### config.mk
export PLATFORM = sky130hd
export DESIGN_NAME = dma_engine_flat
export DESIGN_NICKNAME = d
export VERILOG_FILES = /design/src/rtl/dma_if.sv /design/src/rtl/dma_engine.sv /design/src/flat_wrapper.sv
export SDC_FILE = /design/constraint.sdc
export NUM_CORES = 1
export LEC_CHECK = 0
export ABC_AREA = 1
export BUFFER_PORTS_ARGS = -buffer_cell sky130_fd_sc_hd__buf_2
export CORE_UTILIZATION = 55
export CTS_CLUSTER_SIZE = 8
export DETAILED_ROUTE_END_ITERATION = 6
export PLACE_DENSITY_LB_ADDON = 0.1
export SYNTH_ARGS = -nofsm -noshare
export SYNTH_HDL_FRONTEND = slang
export SYNTH_SLANG_ARGS = --single-unit
### constraint.sdc
create_clock -name clk -period 8 [get_ports clk]
set_input_delay 1.6 -clock clk [delete_from_list [all_inputs] [get_ports clk]]
set_output_delay 1.6 -clock clk [all_outputs]
set_load 0.05 [all_outputs]
### src/rtl/dma_if.sv
// Command, host-stream and unified-buffer signals of the DMA engine.
// master drives commands, host beats and UB read data; slave is the engine.
interface dma_if #(
    parameter int DATA_W = 32,
    parameter int ADDR_W = 8,
    parameter int LEN_W  = 16
);
    logic              dma_start;
    logic              dma_dir;
    logic [ADDR_W-1:0] dma_ub_addr;
    logic [LEN_W-1:0]  dma_length;
    logic [1:0]        dma_elem_sz;
    logic              dma_busy;
    logic              dma_done;
    logic              dma_err;
    logic              in_valid;
    logic [DATA_W-1:0] in_data;
    logic              in_ready;
    logic              out_valid;
    logic [DATA_W-1:0] out_data;
    logic              out_ready;
    logic              ub_wr_en;
    logic [ADDR_W-1:0] ub_wr_addr;
    logic [DATA_W-1:0] ub_wr_data;
    logic              ub_rd_en;
    logic [ADDR_W-1:0] ub_rd_addr;
    logic [DATA_W-1:0] ub_rd_data;

    modport master (
        output dma_start, dma_dir, dma_ub_addr, dma_length, dma_elem_sz,
        output in_valid, in_data, out_ready, ub_rd_data,
        input  dma_busy, dma_done, dma_err, in_ready, out_valid, out_data,
        input  ub_wr_en, ub_wr_addr, ub_wr_data, ub_rd_en, ub_rd_addr
    );

    modport slave (
        input  dma_start, dma_dir, dma_ub_addr, dma_length, dma_elem_sz,
        input  in_valid, in_data, out_ready, ub_rd_data,
        output dma_busy, dma_done, dma_err, in_ready, out_valid, out_data,
        output ub_wr_en, ub_wr_addr, ub_wr_data, ub_rd_en, ub_rd_addr
    );
endinterface

### src/rtl/dma_engine.sv
// DMA responder: host beats are written to UB in the accepting cycle; UB reads feed a 2-entry
// skid FIFO (first beat at T+2, 1 beat/cycle), reads stall while out_ready holds the FIFO full.
module dma_engine #(
    parameter int DATA_W = 32,
    parameter int ADDR_W = 8,
    parameter int LEN_W  = 16
) (
    input  logic clk,
    input  logic rst,
    dma_if.slave bus
);
    typedef enum logic [1:0] {IDLE, WR, RD, FIN} state_t;

    localparam logic [LEN_W+1:0] RND = 3;

    state_t            state;
    logic [ADDR_W-1:0] addr;
    logic [LEN_W-1:0]  beats;
    logic [LEN_W-1:0]  issued;
    logic [LEN_W-1:0]  moved;
    logic              inflight;
    logic [1:0]        fifo_cnt;
    logic [DATA_W-1:0] fifo_q [2];
    logic              busy_q, done_q, err_q, in_rdy_q;

    logic [LEN_W+1:0]  bytes_len;
    logic [LEN_W-1:0]  cmd_beats;
    logic              wr_hs, issue, rd_vld, pop, pop_fifo, push, push_idx;

    always_comb begin
        bytes_len = {2'b00, bus.dma_length} << bus.dma_elem_sz;
        cmd_beats = LEN_W'((bytes_len + RND) >> 2);
        wr_hs     = (state == WR) & in_rdy_q & bus.in_valid;
        issue     = (state == RD) & (issued < beats) & ((fifo_cnt + {1'b0, inflight}) < 2'd2);
        rd_vld    = (fifo_cnt != 2'd0) | inflight;
        pop       = rd_vld & bus.out_ready;
        pop_fifo  = pop & (fifo_cnt != 2'd0);
        // Returning data bypasses the FIFO when it is empty and the host takes it at once.
        push      = inflight & ~(pop & (fifo_cnt == 2'd0));
        push_idx  = (fifo_cnt == 2'd2) | ((fifo_cnt == 2'd1) & ~pop_fifo);
    end

    always_ff @(posedge clk) begin
        if (rst) begin
            state     <= IDLE;
            addr      <= '0;
            beats     <= '0;
            issued    <= '0;
            moved     <= '0;
            inflight  <= 1'b0;
            fifo_cnt  <= 2'd0;
            fifo_q[0] <= '0;
            fifo_q[1] <= '0;
            busy_q    <= 1'b0;
            done_q    <= 1'b0;
            err_q     <= 1'b0;
            in_rdy_q  <= 1'b0;
        end else begin
            done_q   <= 1'b0;
            err_q    <= bus.dma_start & ((state != IDLE) | (bus.dma_elem_sz == 2'd3));
            inflight <= issue;
            fifo_cnt <= fifo_cnt + {1'b0, push} - {1'b0, pop_fifo};
            if (pop_fifo) fifo_q[0] <= fifo_q[1];
            if (push) fifo_q[push_idx] <= bus.ub_rd_data;
            if (issue) begin
                addr   <= addr + 1'b1;
                issued <= issued + 1'b1;
            end
            case (state)
                IDLE: begin
                    if (bus.dma_start && bus.dma_elem_sz != 2'd3) begin
                        addr   <= bus.dma_ub_addr;
                        beats  <= cmd_beats;
                        issued <= '0;
                        moved  <= '0;
                        if (cmd_beats == '0) begin
                            state  <= FIN;
                            done_q <= 1'b1;
                        end else if (bus.dma_dir) begin
                            state  <= RD;
                            busy_q <= 1'b1;
                        end else begin
                            state    <= WR;
                            busy_q   <= 1'b1;
                            in_rdy_q <= 1'b1;
                        end
                    end
                end
                WR: begin
                    if (wr_hs) begin
                        addr  <= addr + 1'b1;
                        moved <= moved + 1'b1;
                        if (moved == beats - 1'b1) begin
                            state    <= FIN;
                            busy_q   <= 1'b0;
                            done_q   <= 1'b1;
                            in_rdy_q <= 1'b0;
                        end
                    end
                end
                RD: begin
                    if (pop) begin
                        moved <= moved + 1'b1;
                        if (moved == beats - 1'b1) begin
                            state  <= FIN;
                            busy_q <= 1'b0;
                            done_q <= 1'b1;
                        end
                    end
                end
                default: state <= IDLE;
            endcase
        end
    end

    assign bus.dma_busy   = busy_q;
    assign bus.dma_done   = done_q;
    assign bus.dma_err    = err_q;
    assign bus.in_ready   = in_rdy_q;
    assign bus.ub_wr_en   = wr_hs;
    assign bus.ub_wr_addr = addr;
    assign bus.ub_wr_data = wr_hs ? bus.in_data : '0;
    assign bus.ub_rd_en   = issue;
    assign bus.ub_rd_addr = addr;
    assign bus.out_valid  = rd_vld;
    assign bus.out_data   = (fifo_cnt != 2'd0) ? fifo_q[0] : (inflight ? bus.ub_rd_data : '0);
endmodule

### src/flat_wrapper.sv
// flat-port wrapper written by rule: the top's interface ports become plain ports
module dma_engine_flat 
#(
    parameter int DATA_W = 32,
    parameter int ADDR_W = 8,
    parameter int LEN_W  = 16
)
  (clk, rst, bus_dma_start, bus_dma_dir, bus_dma_ub_addr, bus_dma_length, bus_dma_elem_sz, bus_in_valid, bus_in_data, bus_out_ready, bus_ub_rd_data, bus_dma_busy, bus_dma_done, bus_dma_err, bus_in_ready, bus_out_valid, bus_out_data, bus_ub_wr_en, bus_ub_wr_addr, bus_ub_wr_data, bus_ub_rd_en, bus_ub_rd_addr);
  dma_if #(.DATA_W(DATA_W), .ADDR_W(ADDR_W), .LEN_W(LEN_W)) bus_i ();
  input  logic clk;
  input  logic rst;
  input wire logic [$bits(bus_i.dma_start)-1:0] bus_dma_start;
  input wire logic [$bits(bus_i.dma_dir)-1:0] bus_dma_dir;
  input wire logic [$bits(bus_i.dma_ub_addr)-1:0] bus_dma_ub_addr;
  input wire logic [$bits(bus_i.dma_length)-1:0] bus_dma_length;
  input wire logic [$bits(bus_i.dma_elem_sz)-1:0] bus_dma_elem_sz;
  input wire logic [$bits(bus_i.in_valid)-1:0] bus_in_valid;
  input wire logic [$bits(bus_i.in_data)-1:0] bus_in_data;
  input wire logic [$bits(bus_i.out_ready)-1:0] bus_out_ready;
  input wire logic [$bits(bus_i.ub_rd_data)-1:0] bus_ub_rd_data;
  output wire logic [$bits(bus_i.dma_busy)-1:0] bus_dma_busy;
  output wire logic [$bits(bus_i.dma_done)-1:0] bus_dma_done;
  output wire logic [$bits(bus_i.dma_err)-1:0] bus_dma_err;
  output wire logic [$bits(bus_i.in_ready)-1:0] bus_in_ready;
  output wire logic [$bits(bus_i.out_valid)-1:0] bus_out_valid;
  output wire logic [$bits(bus_i.out_data)-1:0] bus_out_data;
  output wire logic [$bits(bus_i.ub_wr_en)-1:0] bus_ub_wr_en;
  output wire logic [$bits(bus_i.ub_wr_addr)-1:0] bus_ub_wr_addr;
  output wire logic [$bits(bus_i.ub_wr_data)-1:0] bus_ub_wr_data;
  output wire logic [$bits(bus_i.ub_rd_en)-1:0] bus_ub_rd_en;
  output wire logic [$bits(bus_i.ub_rd_addr)-1:0] bus_ub_rd_addr;
  assign bus_i.dma_start = bus_dma_start;
  assign bus_i.dma_dir = bus_dma_dir;
  assign bus_i.dma_ub_addr = bus_dma_ub_addr;
  assign bus_i.dma_length = bus_dma_length;
  assign bus_i.dma_elem_sz = bus_dma_elem_sz;
  assign bus_i.in_valid = bus_in_valid;
  assign bus_i.in_data = bus_in_data;
  assign bus_i.out_ready = bus_out_ready;
  assign bus_i.ub_rd_data = bus_ub_rd_data;
  assign bus_dma_busy = bus_i.dma_busy;
  assign bus_dma_done = bus_i.dma_done;
  assign bus_dma_err = bus_i.dma_err;
  assign bus_in_ready = bus_i.in_ready;
  assign bus_out_valid = bus_i.out_valid;
  assign bus_out_data = bus_i.out_data;
  assign bus_ub_wr_en = bus_i.ub_wr_en;
  assign bus_ub_wr_addr = bus_i.ub_wr_addr;
  assign bus_ub_wr_data = bus_i.ub_wr_data;
  assign bus_ub_rd_en = bus_i.ub_rd_en;
  assign bus_ub_rd_addr = bus_i.ub_rd_addr;
  dma_engine #(.DATA_W(DATA_W), .ADDR_W(ADDR_W), .LEN_W(LEN_W)) u_core (.clk(clk), .rst(rst), .bus(bus_i));
endmodule
Yosys cells after proc, flatten, opt, wreduce, memory -nomap -nowiden:

Memory sizes are Yosys's and may differ from the RTL's.
Index checks and enable logic that the tools add are counted.

* register bits: 65
* memory bits (writable): 64
* input port bits: 96
* output and inout bits: 87
* word-level logic and storage cells: 117
* memories: 1

* $add $sub $neg: 8
* $lt $le $gt $ge: 2
* eq/ne operators: 13
* shifts and indexed selects: 1
* multiplexer cells: 51
* bitwise gates (word level): 16
* reductions and logical operators: 14

Memory list
* u_core.fifo_q: depth 2, width 32, read ports 2, clocked after memory_dff 0, write ports 2, RTL line dma_engine.sv:23 `logic [DATA_W-1:0] fifo_q [2];`

Operators with widths (number)
* 32-bit 2-to-1 mux: 5
* 16-bit 2-to-1 mux: 6
* 16-bit case mux with 3 select lines: 1
* 16-bit by 1-bit adder with 16-bit output (second input constant): 2
* 32-bit OR reduction: 1
* 1-bit 2-to-1 mux: 25
* 8-bit 2-to-1 mux: 3
* 18-bit by 2-bit adder with 18-bit output (second input constant): 1
* 16-bit by 2-bit left shift with 18-bit output: 1
* 16-bit equality test: 1
* 16-bit zero test: 1
* 16-bit < comparator: 1
* 8-bit case mux with 2 select lines: 1
* 16-bit by 1-bit subtractor with 16-bit output (second input constant): 1
* 2-bit 2-to-1 mux: 6
* 1-bit AND: 10
* 8-bit by 1-bit adder with 8-bit output (second input constant): 1
* 2-bit != test (second input constant): 4
* 2-bit equality test (second input constant): 3
* 2-bit by 1-bit != test with 1-bit output (second input constant): 3
* 1-bit case mux with 3 select lines: 2
* 2-bit case mux with 3 select lines: 1
* 6-bit AND reduction: 1
* 2-bit nonzero test: 3
* 14 further kinds: 21

Logic depth before layout (Yosys ltp):

* depth after elaboration: 11
* depth in mapped cells: 19
* mapped depth without buffers: 18

Worst setup path after synthesis:

No wires, ideal clock.

* kind: input to output
* start: input port bus_ub_rd_data[0]
* end: output port bus_out_data[0]
* data arrival time: 2846 ps
* data required time: 6400 ps
* slack: 3554 ps
* cell stages on the path: 2
* path buffers: 0
* cell sequence: inv_1 -> o31ai_1

* word-level cells in the longest chain between the ends: 2

Ends and longest elaborated chain
* start: declaration: RTL line flat_wrapper.sv:20 `input wire logic [$bits(bus_i.ub_rd_data)-1:0] bus_ub_rd_data;`
* 32-bit 2-to-1 mux (2 in series): RTL line dma_engine.sv:126 `assign bus.out_data = (fifo_cnt != 2'd0) ? fifo_q[0] : (inflight ? bus.ub_rd_data : '0);`
* end: declaration: RTL line flat_wrapper.sv:26 `output wire logic [$bits(bus_i.out_data)-1:0] bus_out_data;`

No other way between the ends.

Worst setup path in the final report:

* start: register u_core.beats[5]
* end: output port bus_ub_rd_en

* word-level cells in the longest chain between the ends: 3

Ends and longest elaborated chain
* start: declaration: RTL line dma_engine.sv:18 `logic [LEN_W-1:0] beats;`
* start signal: assignment: RTL line dma_engine.sv:73 `beats <= cmd_beats;`
* 16-bit < comparator: RTL line dma_engine.sv:34 `issue = (state == RD) & (issued < beats) & ((fifo_cnt + {1'b0, inflight}) < 2'd2);`
* 1-bit AND (2 in series): RTL line dma_engine.sv:34
* end: declaration: RTL line flat_wrapper.sv:30 `output wire logic [$bits(bus_i.ub_rd_en)-1:0] bus_ub_rd_en;`

No other way between the ends.

==> impl_metrics.py <==
metrics = {
    "detailed_routing": {
        "route.met3.wl_mm": 1.24,
        "first_iter_violations": 534,
        "firstDrtPassIters": 7,
        "ant_nets": 0,
        "wl_mm": 21.2,
        "route.detailed.drc": 23,
        "routedWlPerCell_um": 13.8,
        "wl_met2_mm": 10.2,
        "m1WireLength_mm": 9.36,
        "top_layer_used": "met4",
        "num_vias": 8093,
        "via_per_inst": 5.28,
    },
    "power": {
        "switching_share_pct": 41.7,
        "p_leak_nw": 4.76,
        "power.total_mw": 2.67,
        "vdd_drop_max_v": 0.000221,
        "power.share.combinational_pct": 39.2,
        "power.density_nw_per_um2": 269,
        "clkPwrFrac_pct": 29.1,
        "p_int_mw": 1.56,
        "switching_power_mw": 1.11,
        "power_frac_seq_pct": 31.7,
    },
    "timing": {
        "hold_viol_final": 0,
        "setup_ws_ps": 3050,
        "min_period_over_period_pct": 61.9,
        "worst_pin_slew_ps": 999,
        "setup_viol": 0,
        "clock.fmax_mhz": 202,
        "timing.hold.ws_ps": 472,
        "finalMaxSlewViolations": 0,
        "slew_headroom_pct": 33.2,
        "skew_ps": 6.80,
        "rsz0062_at_grt": "no",
        "fin_tns_setup_ps": 0,
        "min_period_ps": 4950,
    },
    "synth": {
        "yosys_warnings": 0,
        "avgSynthCellArea_um2": 7.14,
        "synth_edf_count": 64,
        "synth.distinct_cells": 46,
        "async_reset_ff_share_pct": 0,
        "ys_ff_latch": 129,
        "ys_seq_area_share_pct": 38.3,
        "synthFlopType": "dfxtp_1",
        "synth_nets": 1300,
        "syn_inst": 1178,
        "syn_area_um2": 8410,
    },
    "die": {
        "die_h_um": 126,
        "initial_utilization_pct": 57.2,
        "row_count": 44,
        "core-area_um2": 14700,
        "die_w_um": 126,
        "io_pins": 183,
        "die-area_um2": 15800,
    },
    "clock_tree": {
        "cts_buffers": 17,
        "post_cts_resized": 0,
        "clk_pin_slew_ps": 60,
        "tritoncts": "yes",
        "clock-sinks": 129,
        "h-tree-depth": 4,
        "ctsRootBufferMaster": "clkbuf_16",
        "clkLatencyLatePin_ps": 420,
        "cts-hold-fix-buffers": 0,
        "post_cts_buffers": 0,
        "max-clock-path-buffers": 2,
    },
    "global_routing": {
        "grt_antenna_before_repair": 1,
        "grt_max_degree": 65,
        "grt.overflow.total": 0,
        "grt_pass1_vias": 7159,
        "grt_pass1_wl_mm": 34.5,
        "grt_usage_pct": 27.5,
    },
    "place": {
        "dp_hpwl_mm": 15.7,
        "portBuffers": 182,
        "dp_slack_ps": 3560,
        "finalWeightedCongestion": 0.872,
    },
    "worst_setup_path": {
        "start_kind": "flip-flop",
        "crit_chain": "inv_1 -> ha_1 -> a21oi_1 -> o21ai_0 -> o21ai_0 -> o211ai_1 -> nand2_1 -> nand2_1 -> inv_1 -> buf_2",
        "criticalPathCategory": "flip-flop to output port",
        "worstPathArrival_ps": 3350,
        "cp_slowest_stage_delay_ps": 730,
        "critPathMaxFanout": 25,
        "required_ps": 6400,
        "cp-end-kind": "output port",
        "crit_slowest_cell": "inv_1",
    },
    "min_path": {
        "hold_class": "flip-flop to flip-flop",
    },
    "status": {
        "violations": "DRC",
        "status": "finished, violations left",
    },
    "finish": {
        "areaGrowthSynthToFinish_pct": 18.2,
        "drive_above_1_share_pct": 20.6,
        "fillerInstances": 1322,
        "final_util_pct": 67.6,
        "fin_nets": 1457,
    },
    "job": {
        "max-cap-violations": 0,
    },
}
==> area by class of cell <==
cell class | count | area [um^2] | area share (%)
multi-input combinational | 823 | 4280 | 43.0
timing repair buffer | 189 | 963 | 9.69
tap | 184 | 230 | 2.32
antenna | 1 | 2.50 | 0.0252
inverter | 175 | 657 | 6.61
sequential | 129 | 3220 | 32.4
clock inverter | 13 | 144 | 1.45
clock buffer | 19 | 443 | 4.46
==> kinds of logic after synthesis <==
group                      Yosys count  synth area share (%)
adders and majority gates           26                  3.87
DFF                                129                  38.3
AOI/OAI and AO/OA                  174                  12.1
xor gates and xnor gates            32                  3.50
and+or+nand+nor                    591                  31.4
buffers and inverters              226                  10.8
==> flip-flops by register name, indices dropped and copies added (netlist names) <==
signal,count
u_core.bus.ub_rd_addr,8
u_core.bus.dma_busy,1
u_core.fifo_q,64
u_core.bus.dma_err,1
u_core.issued,16
u_core.fifo_cnt,2
u_core.bus.in_ready,1
u_core.bus.dma_done,1
u_core.state,2
u_core.inflight,1
u_core.beats,16
u_core.moved,16
==> cell usage after synthesis, drive strengths merged, types with 2 or more instances <==
cell type / number / share of area (%)
nand2: 277 / 13
inv: 174 / 7.8
nor2: 143 / 7.0
nand3: 118 / 7.4
o21ai: 69 / 4.2
dfxtp: 65 / 15
edfxtp: 64 / 23
a21oi: 50 / 3.1
o31ai: 32 / 2.9
clkbuf: 29 / 1.3
ha: 26 / 3.9
xor2: 24 / 2.5
buf: 22 / 1.7
nor3: 22 / 1.8
nand4: 14 / 1.0
o22ai: 13 / 0.97
xnor2: 7 / 0.73
nand3b: 6 / 0.54
or2: 6 / 0.45
a211oi: 2 / 0.18
nor3b: 2 / 0.18
nor4: 2 / 0.15
o21bai: 2 / 0.18
==> final timing paths <==
kind | from | to | slack, ps | cells after the start
max | u_core.beats[5] | bus_ub_rd_en | 3050 | 10
max reg2reg | u_core.beats[5] | u_core.issued[11] | 4940 | 12
min reg2reg | u_core.bus.dma_busy | u_core.bus.dma_busy | 470 | 2
min | u_core.bus.dma_busy | u_core.bus.dma_busy | 470 | 2
==> critical path: cells and delay by family, from the launching register on <==
kind	cells	cell delay [ps]
AO/OA/AOI/OAI	4	540
buffers and inverters	3	1210
AND/OR/NAND/NOR	2	470
flip-flops	1	380
adder cells (fa/ha/maj)	1	300
==> power groups by stage <==
stage               clock [mW]  combinational [mW]  sequential (mW)
floorplan                    0               0.778            0.898
finish                   0.777                1.05            0.845
CTS                      0.783                1.04            0.845
detailed placement           0                1.04            0.858
global placement             0                1.03            0.855
global route             0.811                1.15            0.857
==> placed cells by master, fill, tap and decap left out, types with 3 or more instances in the layout <==
cell | netlist | routed
edfxtp_1 | 64 | 64
clkbuf_16 | 0 | 17
dfxtp_1 | 65 | 65
inv_1 | 165 | 165
nand2_1 | 262 | 262
nand3_2 | 6 | 6
nand2_2 | 15 | 15
nor2_4 | 4 | 4
o31ai_1 | 32 | 32
clkinv_1 | 1 | 4
nor2_2 | 7 | 8
clkinvlp_4 | 0 | 3
o21ai_0 | 65 | 65
or2_2 | 5 | 5
nand3_1 | 112 | 112
a21oi_2 | 3 | 3
bufinv_16 | 0 | 3
inv_2 | 9 | 9
a21oi_1 | 47 | 47
nor3_1 | 15 | 15
nand3b_1 | 6 | 6
ha_1 | 26 | 26
buf_2 | 7 | 182
xor2_1 | 24 | 24
clkinv_2 | 0 | 4
buf_4 | 10 | 7
o22ai_1 | 13 | 13
xnor2_1 | 7 | 7
nand4_1 | 14 | 14
nor3_2 | 6 | 6
nor2_1 | 132 | 131
==> layer usage <==
| layer | vias up | GRT usage [%] |
|---|---|---|
| li1 | 4165 | - |
| met1 | 3666 | 34.8 |
| met2 | 237 | 46.9 |
| met3 | 25 | 5.95 |
| met4 | 0 | 8.46 |
| met5 | - | 0 |
==> through the flow <==
stage	std cells	cell area [um^2]
global placement	1500	9350
detailed placement	1500	9350
floorplan	1178	8410
global route	1533	9940
finish	1533	9940
CTS	1532	9940
No activity file was read; power rests on OpenSTA's default activity.
